## config.mk

```make
export PLATFORM = sky130hd
export DESIGN_NAME = e_hilo
export DESIGN_NICKNAME = d
export VERILOG_FILES = /design/src/rtl/e_hilo.sv
export SDC_FILE = /design/constraint.sdc
export NUM_CORES = 2
export LEC_CHECK = 0
export ABC_CLOCK_PERIOD_IN_PS = 3900
export CAP_MARGIN = 20
export CORE_ASPECT_RATIO = 1.4
export CORE_MARGIN = 10
export CORE_UTILIZATION = 48
export DETAILED_ROUTE_END_ITERATION = 16
export GPL_TIMING_DRIVEN = 0
export RECOVER_POWER = 25
export SLEW_MARGIN = 30
export SYNTH_ARGS = -nofsm -noshare
export SYNTH_HDL_FRONTEND = slang
export SYNTH_SLANG_ARGS = --single-unit
```

## constraint.sdc

```tcl
create_clock -name clk -period 3.9 [get_ports clk]
set_clock_uncertainty 0.2 [all_clocks]
set_input_delay 1.17 -clock clk [delete_from_list [all_inputs] [get_ports clk]]
set_output_delay 1.17 -clock clk [all_outputs]
set_load 0.02 [all_outputs]
```

## src/rtl/e_hilo.sv

```systemverilog
// e_hilo -- HI/LO register file with a multi-cycle multiply/divide unit.
// mult/multu take 5 busy cycles, div/divu take 10. The result is computed
// when the operation is accepted, held in temp_hi/temp_lo, and committed to
// HI/LO on the edge where the countdown reaches zero.
// Optional feature macro: HILO_DIV_EN -- when defined, div/divu are
// implemented; when undefined they are no-ops and no divider is built.
`timescale 1ns/1ps
module e_hilo (
   input  logic        clk,
   input  logic        reset,
   input  logic        start,
   input  logic [3:0]  HILO_op,
   input  logic [31:0] A,
   input  logic [31:0] B,
   output logic        busy,
   output logic [31:0] HILO_out,
   output logic [31:0] HI,
   output logic [31:0] LO
);

   typedef enum logic {IDLE = 1'b0, BUSY = 1'b1} state_t;

   state_t      state_q;
   logic [3:0]  cnt_q;
   logic [31:0] temp_hi_q, temp_lo_q;
   logic [31:0] hi_q, lo_q;

   // Op decode: ops 4..7 are multiply/divide, bit 1 selects signed, bit 0 divide.
   logic is_md, is_signed, launch;
   assign is_md     = (HILO_op[3:2] == 2'b01);
   assign is_signed = HILO_op[1];

`ifdef HILO_DIV_EN
   assign launch = start && is_md;
`else
   // Without the divider only mult/multu are accepted.
   assign launch = start && is_md && !HILO_op[0];
`endif

   // Multiplier: extend both operands to 64 bits and keep the low 64 bits of
   // the product, which is the exact signed or unsigned 64-bit result.
   logic [63:0] mul_a, mul_b, mul_p;
   assign mul_a = is_signed ? {{32{A[31]}}, A} : {32'd0, A};
   assign mul_b = is_signed ? {{32{B[31]}}, B} : {32'd0, B};
   assign mul_p = mul_a * mul_b;

`ifdef HILO_DIV_EN
   // Divider: divide magnitudes, then restore signs. Quotient is negative when
   // operand signs differ; remainder follows the dividend. Working on
   // magnitudes makes 0x80000000 / -1 wrap to 0x80000000 with remainder 0.
   logic [31:0] abs_a, abs_b, q_mag, r_mag, div_q, div_r;
   logic        neg_q, neg_r, b_zero;
   assign abs_a  = (is_signed && A[31]) ? (32'd0 - A) : A;
   assign abs_b  = (is_signed && B[31]) ? (32'd0 - B) : B;
   assign b_zero = (B == 32'd0);
   assign q_mag  = b_zero ? 32'd0 : (abs_a / abs_b);
   assign r_mag  = b_zero ? 32'd0 : (abs_a % abs_b);
   assign neg_q  = is_signed && (A[31] ^ B[31]);
   assign neg_r  = is_signed && A[31];
   assign div_q  = neg_q ? (32'd0 - q_mag) : q_mag;
   assign div_r  = neg_r ? (32'd0 - r_mag) : r_mag;
`endif

   // Result to latch into temp_hi/temp_lo when an operation is accepted.
   logic [31:0] temp_hi_d, temp_lo_d;
   logic [3:0]  cnt_d;
   always_comb begin
      temp_hi_d = mul_p[63:32];
      temp_lo_d = mul_p[31:0];
      cnt_d     = 4'd5;
`ifdef HILO_DIV_EN
      if (HILO_op[0]) begin
         cnt_d = 4'd10;
         if (b_zero) begin
            // Divide by zero: recommit the current values so HI/LO are unchanged.
            temp_hi_d = hi_q;
            temp_lo_d = lo_q;
         end else begin
            temp_hi_d = div_r;
            temp_lo_d = div_q;
         end
      end
`endif
   end

   // Control FSM, countdown and architectural HI/LO registers.
   always_ff @(posedge clk or negedge reset) begin
      if (!reset) begin
         state_q   <= IDLE;
         cnt_q     <= 4'd0;
         temp_hi_q <= 32'd0;
         temp_lo_q <= 32'd0;
         hi_q      <= 32'd0;
         lo_q      <= 32'd0;
      end else begin
         case (state_q)
            IDLE: begin
               if (launch) begin
                  temp_hi_q <= temp_hi_d;
                  temp_lo_q <= temp_lo_d;
                  cnt_q     <= cnt_d;
                  state_q   <= BUSY;
               end else if (HILO_op == 4'd2) begin
                  hi_q <= A;
               end else if (HILO_op == 4'd3) begin
                  lo_q <= A;
               end
            end
            BUSY: begin
               // Requests arriving while busy are dropped; the pipeline stalls them.
               cnt_q <= cnt_q - 4'd1;
               if (cnt_q == 4'd1) begin
                  hi_q    <= temp_hi_q;
                  lo_q    <= temp_lo_q;
                  state_q <= IDLE;
               end
            end
            default: state_q <= IDLE;
         endcase
      end
   end

   assign busy     = (state_q == BUSY);
   assign HI       = hi_q;
   assign LO       = lo_q;
   // Reads see committed values only; in-flight results are not forwarded.
   assign HILO_out = HILO_op[0] ? lo_q : hi_q;

endmodule

```

==> results.md <==
* Grt ovf at 0
* Post-synth cell types at 78
* Startpoint types: input pin
* Crit path top cell by count: fa_1
* Number of synthesized register bits at 133
* Synth async-reset ratio at 1.00
* H-tree levels at 4
* Placer congestion estimate at 1.05
* Drt drc at 0
* Vias in the first global route at 47,200
* I/O Pins at 168
* TritonCTS sink count at 133
* FMAX at 0.106 GHz
* Avg Inst Size Synth at 9.45 um^2
* Initial core utilization at 0.482
* Area after DPL at 0.0588 mm^2
* CP max FO at 5
* WP data required at 4.00 ns
* Die area at 0.126 mm^2
* Max Root-Sink Buffers at 2
* Mapped Area at 0.0537 mm^2
* Final net count at 7,870
* GRT Overall Usage at 0.366
* Maxcap violations at 1
* Crit path buffers/inverters at 11
* Pin count of the biggest net entering global routing at 70
* Post-Syn Instances at 5,683
* Worst slew pin tran at 1.76 ns
* CTS Buf Count at 17
* Yosys warnings at 0
* Crit path capture type: flop
* Drt via density at 5.61
* Worst-path clk slew at 0.06 ns
* Pre-antenna DRT Iters at 6
* Hold Violations, Final at 0
* Hold Buf Count CTS at 0
* Root Buffer: clkbuf_16
* Core Util, Final at 0.587
* Drt wl/cell at 29.6 um
* Post-synthesis compound-gate area fraction at 0.0487
* Crit path time final at 9.47 ns
* Initial antenna violation count at 31
* Hold Path Class: flop to flop
* Number of buffers added on ports at 161
* Hpwl dp at 185,000 um
* Main combinational cell family by area after synthesis: adder cells
* Setup slack after layout at -5.57 ns
* CP max-delay cell: fa_1
* Prevailing post-synth register cell: dfrtp_1
* Setup TNS Final at -268.38 ns
* Post-Layout Inst Area at 0.0653 mm^2
* Area grow syn2layout at 21.7%
* Via count at 42,500
* Post-detailed-route count of antenna-violating nets at 0
* Core area at 0.111 mm^2
* Post-Synth Adder-Cell Area at 0.603
* Syn_nets at 7,488
* Violated checks: max-capacitance violations, max-slew violations, negative setup slack
* Num rows at 145
* Worst slew margin at -0.176
* Sequential-to-total area share from yosys stat at 0.0620
* Hold slack final at 0.289 ns
* Status: finished with violations
* Critical Path AT at 9.56 ns
* Synth Area in XOR/XNOR at 0.0184
* Final wirelength at 225,000 um
* Setup violators final at 59
* Critical Path Max Stage Delay at 0.58 ns
* RSZ-0062 raised after global routing: yes
* CP top delay family: adder cells
* First-pass GRT wire length at 323,000 um
* Worst skew pair latency at 0.42 ns
* Post-Synth Simple-Gate Area at 0.135
* CP Class: input pin to flop
* Final critical-path share of the clock period at 2.43
* Layout cells sized above 1 at 0.182
* DR iter-0 viols at 3,403
* EDFF count, synth at 0
* CTS tree: done
* Chip height at 416 um
* Mux cell area share after synthesis at 0.00748
* Die Span X at 303 um
* Max Slew Vio Count at 70
-- cell usage after synthesis (all sizes together) (4+ instances only) --
cell type	count	area, um^2
inv	1510	5670
fa	1419	28400
nand2	684	2570
and2	583	3650
ha	315	3940
clkbuf	262	985
o21ai	150	754
a21oi	147	743
dfrtp	133	3330
xnor2	85	744
nor2	44	165
nor2b	38	238
and3	34	215
a21o	33	248
mux2	33	372
xor2	28	245
nand4	21	131
buf	18	82.6
a31oi	15	100
o21bai	14	116
nand3	11	55.1
nor3	10	50.1
o21a	9	67.6
o211ai	7	57.6
o31ai	7	66.3
or3	6	42.5
a211oi	5	42.5
nor4	5	31.3
a41oi	4	61.3
-- final cells by class --
cell class	instances	area, um^2
antenna	34	85.1
buffer	273	3790
clock buffer	19	453
clock inverter	12	143
fill	9858	46100
inverter	1510	5690
multi-input combinational	3760	46300
sequential	133	3330
tap	1470	1840
timing repair buffer	370	3710
-- what timing repair did --
action | 4_1_cts | 5_1_grt
cloned | 4 | 2
endpoints found under the setup margin | 92 | 82
resized for setup | 1069 | 272
pin swaps | 170 | 211
buffers inserted | 156 | 52
-- per-layer routing --
metal / routed length (um) / track usage
met1: 71200 / 0.395
met3: 17100 / 0.0580
met4: 29100 / 0.364
met2: 107000 / 0.596
met5: 13 / 0
-- registers in the layout (all words and copies together), names as in the netlist --
register / count
LO: 32
HI: 32
cnt_q: 4
temp_lo_q: 32
busy: 1
temp_hi_q: 32
-- cell families after synthesis --
logic type               after synthesis
buffers and inverters               1790
multiplexers                          36
XOR/XNOR                             113
AO/OA/AOI/OAI                        425
AND/OR/NAND/NOR                     1451
flip-flops                           133
adder cells (fa/ha/maj)             1735
-- worst paths after layout --
check | slack (ns) | from | cells after the start | end
setup / recovery | -5.57 | HILO_op[1] | 32 | temp_hi_q[18]$_DFFE_PN0P_
hold / removal | 0.29 | temp_lo_q[10]$_DFFE_PN0P_ | 2 | temp_lo_q[10]$_DFFE_PN0P_
setup reg to reg | 1.07 | busy$_DFF_PN0_ | 5 | HI[0]$_DFFE_PN0P_
hold reg to reg | 0.29 | temp_lo_q[10]$_DFFE_PN0P_ | 2 | temp_lo_q[10]$_DFFE_PN0P_
max in group asynchronous | 0.58 | reset | 2 | LO[29]$_DFFE_PN0P_
min in group asynchronous | 1.01 | reset | 1 | cnt_q[1]$_DFFE_PN0P_
-- layout by cell type, fill, tap and decap left out, types with 89 or more instances in the layout --
cell             instances
inv_1                 1426
fa_1                  1286
nand2_1                636
ha_1                   254
buf_4                  166
dfrtp_1                133
clkdlybuf4s50_1         89
clkbuf_16               99
a21oi_1                 98
fa_2                   133
and2_1                 557
-- metrics by stage --
stage	setup WS [ns]	cells
finish	-5.57	7581
global placement	-8.03	7314
detailed placement	-8.03	7315
global route	-5.82	7553
CTS	-5.73	7501
floorplan	-5.39	5683
-- worst register-to-register path: stages, from the launching register on --
cell and delay [ns]:
dfrtp_1 0.43, clkbuf_1 0.56, buf_1 0.56, clkbuf_1 0.58, a21oi_1 0.23, o21ai_0 0.19
Power is not shown: default switching activity piles up to over one toggle a cycle in this logic, so the estimate is an artifact.
